`config.mk`:
```
export PLATFORM = sky130hd
export DESIGN_NAME = usb_tx_ctrl
export DESIGN_NICKNAME = d
export VERILOG_FILES = /design/src/rtl/usb_tx_ctrl.sv
export SDC_FILE = /design/constraint.sdc
export NUM_CORES = 1
export LEC_CHECK = 0
export CAP_MARGIN = 20
export CORE_MARGIN = 2
export CORE_UTILIZATION = 40
export CTS_CLUSTER_SIZE = 25
export DETAILED_ROUTE_END_ITERATION = 8
export GPL_ROUTABILITY_DRIVEN = 0
export PLACE_DENSITY_LB_ADDON = 0.05
export RECOVER_POWER = 25
export SLEW_MARGIN = 20
export SYNTH_ARGS = -nofsm -noshare
export SYNTH_HDL_FRONTEND = slang
export SYNTH_SLANG_ARGS = --single-unit
```
`constraint.sdc`:
```
create_clock -name clk -period 2.6 [get_ports clk]
set_input_delay 0.39 -clock clk [delete_from_list [all_inputs] [get_ports clk]]
set_output_delay 0.39 -clock clk [all_outputs]
set_load 0.02 [all_outputs]
```
`src/rtl/usb_tx_ctrl.sv`:
```
// usb_tx_ctrl: USB full-speed packet transmitter with NRZI encoding, bit stuffing and CRC16.
// Sends SYNC, PID, optional payload + CRC16, then EOP; four clocks per bit time.
module usb_tx_ctrl (
    input  logic       clk,
    input  logic       n_rst,
    input  logic       tx_start,
    input  logic [2:0] tx_pid,
    input  logic [6:0] buffer_occupancy,
    input  logic [7:0] tx_packet_data,
    output logic       get_tx_packet_data,
    output logic       dplus_out,
    output logic       dminus_out,
    output logic       tx_transfer_active,
    output logic       tx_error,
    output logic       tx_done
);
    typedef enum logic [3:0] {IDLE, SYNC, PID, DATA, CRC_LO, CRC_HI, EOP_SE0, EOP_J, DONE} state_t;
    state_t      state, nxt;
    logic [1:0]  timer;
    logic [2:0]  ones, ones_n, bit_cnt, pid;
    logic [7:0]  shift, nbyte, pid_byte;
    logic [6:0]  rem;
    logic [15:0] crc, crc_upd, crc_n;
    logic [3:0]  p4;
    logic        stuff, bnd, in_bits, byte_end, pop, is_data, req_data, req_hs, accept, fb, sym;
    always_comb begin
        req_data = tx_pid == 3'b011 || tx_pid == 3'b100;
        req_hs   = tx_pid == 3'b101 || tx_pid == 3'b111 || tx_pid == 3'b000;
        accept   = tx_start && (req_hs || (req_data && buffer_occupancy <= 7'd64));
        is_data  = pid == 3'b011 || pid == 3'b100;
        p4 = pid == 3'b011 ? 4'b0011 : pid == 3'b100 ? 4'b1011 : pid == 3'b101 ? 4'b0010 :
             pid == 3'b111 ? 4'b1010 : 4'b1110;
        pid_byte = {~p4, p4};
        bnd      = timer == 2'd3;
        in_bits  = state == SYNC || state == PID || state == DATA || state == CRC_LO || state == CRC_HI;
        byte_end = bnd && in_bits && !stuff && bit_cnt == 3'd7;
        pop      = byte_end && rem != 7'd0 && ((state == PID && is_data) || state == DATA);
        ones_n   = shift[0] ? ones + 3'd1 : 3'd0;
        // reflected form of x^16+x^15+x^2+1, LSB-first bit order
        fb       = crc[0] ^ shift[0];
        crc_upd  = {1'b0, crc[15:1]} ^ (fb ? 16'hA001 : 16'h0000);
        crc_n    = state == DATA ? crc_upd : crc;
        nxt = state == SYNC ? PID : state == CRC_LO ? CRC_HI : state == CRC_HI ? EOP_SE0 :
              (state == PID && !is_data) ? EOP_SE0 : pop ? DATA : CRC_LO;
        nbyte = nxt == PID ? pid_byte : nxt == DATA ? tx_packet_data : nxt == CRC_LO ? ~crc_n[7:0] :
                nxt == CRC_HI ? ~crc[15:8] : 8'h00;
        sym = byte_end ? nbyte[0] : shift[1];
    end
    assign get_tx_packet_data = pop;
    assign tx_transfer_active = state != IDLE;
    always_ff @(posedge clk or negedge n_rst) begin
        if (!n_rst) begin
            state      <= IDLE;
            timer      <= 2'd0;
            ones       <= 3'd0;
            bit_cnt    <= 3'd0;
            shift      <= 8'h00;
            rem        <= 7'd0;
            pid        <= 3'd0;
            crc        <= 16'hFFFF;
            stuff      <= 1'b0;
            dplus_out  <= 1'b1;
            dminus_out <= 1'b0;
            tx_error   <= 1'b0;
            tx_done    <= 1'b0;
        end else begin
            tx_error <= 1'b0;
            tx_done  <= 1'b0;
            timer    <= (state == IDLE || state == DONE) ? 2'd0 : timer + 2'd1;
            case (state)
                IDLE: begin
                    if (accept) begin
                        state      <= SYNC;
                        pid        <= tx_pid;
                        rem        <= buffer_occupancy;
                        shift      <= 8'h80;
                        bit_cnt    <= 3'd0;
                        ones       <= 3'd0;
                        stuff      <= 1'b0;
                        crc        <= 16'hFFFF;
                        dplus_out  <= ~dplus_out;
                        dminus_out <= ~dminus_out;
                    end else if (tx_start) begin
                        tx_error <= 1'b1;
                    end
                end
                SYNC, PID, DATA, CRC_LO, CRC_HI: begin
                    if (bnd && stuff) begin
                        stuff <= 1'b0;
                        if (!shift[0]) begin
                            dplus_out  <= ~dplus_out;
                            dminus_out <= ~dminus_out;
                        end
                    end else if (bnd) begin
                        crc     <= crc_n;
                        bit_cnt <= bit_cnt + 3'd1;
                        shift   <= byte_end ? nbyte : {1'b0, shift[7:1]};
                        if (byte_end)
                            state <= nxt;
                        if (pop)
                            rem <= rem - 7'd1;
                        // a stuff bit may follow the last CRC bit even though the state is already EOP
                        if (ones_n == 3'd6) begin
                            stuff      <= 1'b1;
                            ones       <= 3'd0;
                            dplus_out  <= ~dplus_out;
                            dminus_out <= ~dminus_out;
                        end else begin
                            ones <= ones_n;
                            if (byte_end && nxt == EOP_SE0) begin
                                dplus_out  <= 1'b0;
                                dminus_out <= 1'b0;
                            end else if (!sym) begin
                                dplus_out  <= ~dplus_out;
                                dminus_out <= ~dminus_out;
                            end
                        end
                    end
                end
                EOP_SE0: begin
                    if (bnd && stuff) begin
                        stuff      <= 1'b0;
                        dplus_out  <= 1'b0;
                        dminus_out <= 1'b0;
                    end else if (bnd && bit_cnt == 3'd1) begin
                        state      <= EOP_J;
                        bit_cnt    <= 3'd0;
                        dplus_out  <= 1'b1;
                        dminus_out <= 1'b0;
                    end else if (bnd) begin
                        bit_cnt <= bit_cnt + 3'd1;
                    end
                end
                EOP_J: begin
                    if (bnd) begin
                        state   <= DONE;
                        tx_done <= 1'b1;
                    end
                end
                default: state <= IDLE;
            endcase
        end
    end
endmodule
```
======== Yosys cells after proc, flatten, opt, wreduce, memory -nomap -nowiden ========
Index checks and enable logic that the tools add are counted.
W data, S select, Z words.
operators by class
  multiplexer cells ....................... 81
  $add $sub $neg .......................... 4
  order comparisons ....................... 1
  bitwise operators ....................... 7
  equality and inequality tests ........... 40
  reductions and logical operators ........ 40
operators with widths
  operator              count
  $mux W16              5
  $mux W8               8
  $mux W3               15
  $mux W4               10
  $eq A3 B3 Y1 const B  11
  $pmux W16 S2          1
  $mux W1               29
  $mux W7               4
  $ne A2 B2 Y1 const B  10
  $eq A4 B3 Y1 const B  4
  $not A8 Y8            2
  $pmux W4 S4           1
  $pmux W8 S2           1
  $xor A15 B16 Y16      1
  $reduce_and A5 Y1     3
  $pmux W7 S2           1
  $eq A3 B2 Y1 const B  4
  $logic_and A1 B1 Y1   12
  $ne A3 B3 Y1 const B  4
  $logic_or A1 B1 Y1    11
  $pmux W1 S3           3
  $pmux W3 S3           1
  $eq A4 B2 Y1 const B  2
  $reduce_and A4 Y1     2
  25 further kinds      28
storage, ports and cells
  register bits after elaboration ......... 51
  bits of input ports ..................... 21
  output and inout port bits .............. 6

======== Depth between registers and ports, before layout ========
  depth in word-level cells ............... 27
  gate-level depth with buffers ........... 10
  depth with buffers taken out ............ 9

======== Worst setup path after synthesis ========
Ideal clock, no wire load.
  path type ............................... register to register
  start point ............................. register state[2]
  end point ............................... register dplus_out
  buffers on the path ..................... 1
  path slack .............................. 0.158 ns
  setup time .............................. 0.082 ns
  cell stages (with the launch flop) ...... 9
  required time ........................... 2.518 ns
  arrival time ............................ 2.360 ns
  period minus slack after synthesis ...... 2.442 ns
  cells stage by stage .................... dfrtp_1 -> buf_2 -> or4b_1 -> o32a_1 -> and3_1 -> or3b_1 -> o311ai_2 -> o211ai_2 -> mux2_4
between the ends
  word-level cells in the longest chain between the ends .. 23
  elaborated cells between the ends (all ways) .. 50
  those cells by class .................... eq/ne: 16; mux: 16; bitwise: 1; reduce/logical: 17
ends and longest elaborated chain
  element                                       line  source
  start, declared                               18    state_t state, nxt;
  start signal, assigned                        99    state <= nxt;
  $eq A4 B1 Y1 or $eq A4 B2 Y1 (tied branches)  --
  $logic_or A1 B1 Y1 (4 in series)              35    in_bits = state == SYNC || state == PID || state == DATA || state == CRC_LO || state == CRC_HI;
  $logic_and A1 B1 Y1 (3 in series)             36    byte_end = bnd && in_bits && !stuff && bit_cnt == 3'd7;
  $logic_and A1 B1 Y1 (2 in series)             37    pop = byte_end && rem != 7'd0 && ((state == PID && is_data) || state == DATA);
  $mux W3 (2 in series)                         44    (state == PID && !is_data) ? EOP_SE0 : pop ? DATA : CRC_LO;
  $mux W3 (3 in series)                         43    nxt = state == SYNC ? PID : state == CRC_LO ? CRC_HI : state == CRC_HI ? EOP_SE0 :
  $eq A3 B3 Y1                                  46    nxt == CRC_HI ? ~crc[15:8] : 8'h00;
  $mux W8                                       46
  $mux W8 (3 in series)                         45    nbyte = nxt == PID ? pid_byte : nxt == DATA ? tx_packet_data : nxt == CRC_LO ? ~crc_n[7:0] :
  $mux W1                                       47    sym = byte_end ? nbyte[0] : shift[1];
  $ne A5 B5 Y1 (no line)                        --
  $reduce_and A6 Y1 (no line)                   --
  end signal, assigned                          81    dplus_out <= ~dplus_out;
  end signal, assigned                          91    dplus_out <= ~dplus_out;
  end signal, assigned                          106   dplus_out <= ~dplus_out;
  end, declared                                 11    output logic dplus_out,
Parallel ways exist; a longest one is shown, timed or not. The select of a mux whose other input is x is not followed.
A chain may end at the register's enable or synchronous reset.

======== Final worst setup path ========
  start point ............................. register state[0]
  end point ............................... register dplus_out
Same word-level chain as after synthesis.

==> results.md <==
- Post-cts resize count: 0
- Crit path kind: register to register
- Max frequency: slightly below 400 MHz
- Setup Viol. Count Final: 0
- I/O Buffers: 26
- Die extent in x: 91.8 um
- Number of global-route vias before repair: 2614
- Worst stage delay on the critical path: 0.53 ns
- Gr usage total: 0.204
- CTS H-tree lvls: 2
- Clock buffers created by TritonCTS: 5
- Hold Buf Count CTS: 0
- Peak supply drop: ~450 uV
- Max Slew Vio Count: 0
- Overflow after GRT: 0
- Top cell type by total area after synthesis: dfrtp_1
- Proportion of netlist area held by the largest area contributor: 0.276
- CTS tree: yes
- Synth Cell Area: roughly 3100 um2
- CTS Sinks: 51
- Syn avg cell area: slightly below 9 um2
- Sequential power share: 0.368
- P_leak: around 1.5 nW
- Data arrival, critical path: 2.77 ns
- Chip Height: 91.8 um
- Clk Tree Root Cell: clkbuf_8
- Total routed wirelength: roughly 8100 um
- Unique cell type count in the Yosys netlist: 62
- Core Region: 7610 um2
- Fin crit period: roughly 2.5 ns
- Post-CTS Setup Bufs: 0
- DP Area: between 3000 and 4000 um2
- Post-route cell area: around 3700 um2
- Detailed Route Iter0 Violations: 225
- Die area: between 8000 and 9000 um2
- Vias/cell: between 5 and 6
- Sum Neg Setup Slack: 0 ns
- WL/cell: approximately 17 um
- Remaining antenna violation count: 0
- Comb pwr share: 0.506
- Worst Setup End Kind: register
- Bufs on Longest Clock Path: 2
- Post-DP HPWL: approximately 6000 um
- HP Class: primary input to async pin
- Fraction of layout cells with a size suffix above 1: 0.161
- RSZ-0062 raised after global routing: false
- CP max FO: 6
- First-pass GRT wire length: roughly 14000 um
- Clk_lat worst skew: 0.31 ns
- Fin util: 0.488
- Mapped Nets: 374
- # IOs: 27
- First-pass iteration count of the detailed router: 4
- Final hold viol count: 0
- CP Cell Sequence: or4b_1 > o32a_1 > and3_1 > or3b_1 > o311ai_4 > o211ai_2 > mux2_4
- Pwr dens: between 1000 and 1500 nW/um2
- Site row count: 32
- Period utilization: 0.972
- Initial Util: 0.405
- P_int: ~2.4 mW
- Ys flop type: dfrtp_1
- Clk network pwr share: 0.126
- N_diodes: 0
- Largest net degree at the start of global routing: 39
- Slowest cell on crit path: or4b_1
- Skew final: ~0.0049 ns
- P&R area growth vs syn: 20.4%
- Rel. slew slack: 0.386
- Outcome: finished, final reports clean
- Net Sw Frac: 0.418
- Number of synthesized flops with an enable pin: 0
- Via count: approximately 2800
- Mapped Cells: 346
- Synth Register Bits: just over 50
- Required @ worst endpoint: 2.84 ns
- Reg2Reg Setup Slack: 0.07 ns
- Nets@finish: ~410
- Initial antenna violation count: 0
- Ys Warns: 0
- Clk slew on worst S/H paths: 0.09 ns
- Seq/Total Area, Yosys: 0.421
- Worst Tran Pin Value: 0.921 ns
- Top cells by area, synth: dfrtp_1 28%, dfstp_2 14%, a21oi_1 5.4%
- FFs w/ async S/R, synth: 1.00
- MaxCap Viol Count: 0
- Crit start category: register
- DRC: 0
- Fillers: around 750
- Net Switching: 1.69 mW
-- flip-flops by register name, summed over array words and instances (netlist names) --
signal,cells
crc,16
shift,8
rem,7
state,4
bit_cnt,3
ones,3
pid,3
timer,2
dminus_out,1
dplus_out,1
stuff,1
tx_done,1
tx_error,1
-- synthesized netlist by cell type, types with 4 or more instances --
cell,number
nor2_1,35
dfrtp_1,34
a21oi_1,33
nand2_1,29
o21ai_0,27
clkbuf_1,17
dfstp_2,17
inv_1,11
nand3_1,11
nor3_1,10
ha_1,7
o22a_1,7
a31oi_1,6
nand2b_1,6
a32o_1,5
a21o_1,4
and2_1,4
mux2_2,4
o211ai_1,4
xor2_1,4
-- path summary, 6_finish.rpt --
check                      startpoint   endpoint  depth (start not counted)
max                          state[0]  dplus_out                          7
min                             n_rst    ones[2]                          1
max reg2reg                  state[0]  dplus_out                          7
min reg2reg                  timer[0]   timer[0]                          1
max in group asynchronous       n_rst     crc[1]                          2
min in group clk             timer[0]   timer[0]                          1
-- power by group through the flow --
stage	sequential, mW	combinational [mW]	clock (mW)
after detailed placement	1.50	2.02	0
after global placement	1.49	2.02	0
final	1.49	2.05	0.510
after global routing	1.55	2.29	0.563
after floorplan	1.42	1.44	0
after CTS	1.49	2.03	0.528
-- stage by stage --
stage,hold WS [ns],total power [mW],setup slack [ns],instances
3_5_place_dp,0.427,3.52,0.101,478
3_3_place_gp,0.421,3.51,0.0913,478
4_1_cts,0.249,4.04,0.00247,486
2_1_floorplan,0.0944,2.86,0.158,346
6_report,0.213,4.04,0.0720,486
5_1_grt,0.281,4.40,0.0194,486
-- cells in the final DEF (no fill, tap or decap), types with 3 or more instances in the layout --
master	n
or3_1	3
inv_1	11
a211oi_1	3
o21ai_0	27
clkbuf_8	7
o211ai_1	4
buf_4	23
a32o_1	5
dfstp_2	17
mux2_2	4
nor3_1	10
xor2_1	4
mux2i_1	3
o22ai_1	3
a32oi_1	3
and3_1	3
and2_1	4
a21oi_1	33
a31oi_1	6
dfrtp_1	32
nor2_1	34
a211o_1	3
ha_1	7
o2111ai_1	3
o22a_1	7
clkdlybuf4s50_1	24
nand2_1	29
nand2b_1	6
a21o_1	4
nand3_1	11
nor4_1	3
nor2b_1	3
-- logic make-up after synthesis --
logic type | Yosys count | share of synthesized area
AO/OA/AOI/OAI | 119 | 0.260
XOR/XNOR | 6 | 0.0170
adder cells (fa/ha/maj) | 7 | 0.0284
buffers and inverters | 32 | 0.0426
flip-flops | 51 | 0.421
multiplexers | 8 | 0.0292
AND/OR/NAND/NOR | 123 | 0.202
-- worst max-delay path: cells and delay by family, from the launching register on --
family / cells / cell delay [ns]
and+or+nand+nor: 3 / 1.09
AOI/OAI and AO/OA: 3 / 0.64
DFF: 1 / 0.43
muxes: 1 / 0.32
-- area by class of cell --
| type | instances | area [um2] | area share |
|---|---|---|---|
| inverter | 11 | 41.3 | 0.0111 |
| timing repair buffer | 51 | 470 | 0.127 |
| multi-input combinational | 263 | 1670 | 0.451 |
| clock buffer | 8 | 100 | 0.0270 |
| sequential | 51 | 1300 | 0.350 |
| tap | 102 | 128 | 0.0344 |
-- routing by layer --
| metal | global-route usage | wire (um) | vias up |
|---|---|---|---|
| met2 | 0.314 | 3680 | 50 |
| met3 | 0.0353 | 243 | 5 |
| met5 | 0 | 0 | - |
| met1 | 0.302 | 4110 | 1354 |
| met4 | 0.0460 | 82 | 0 |
| li1 | - | - | 1356 |
No activity file was read; power rests on OpenSTA's default activity.
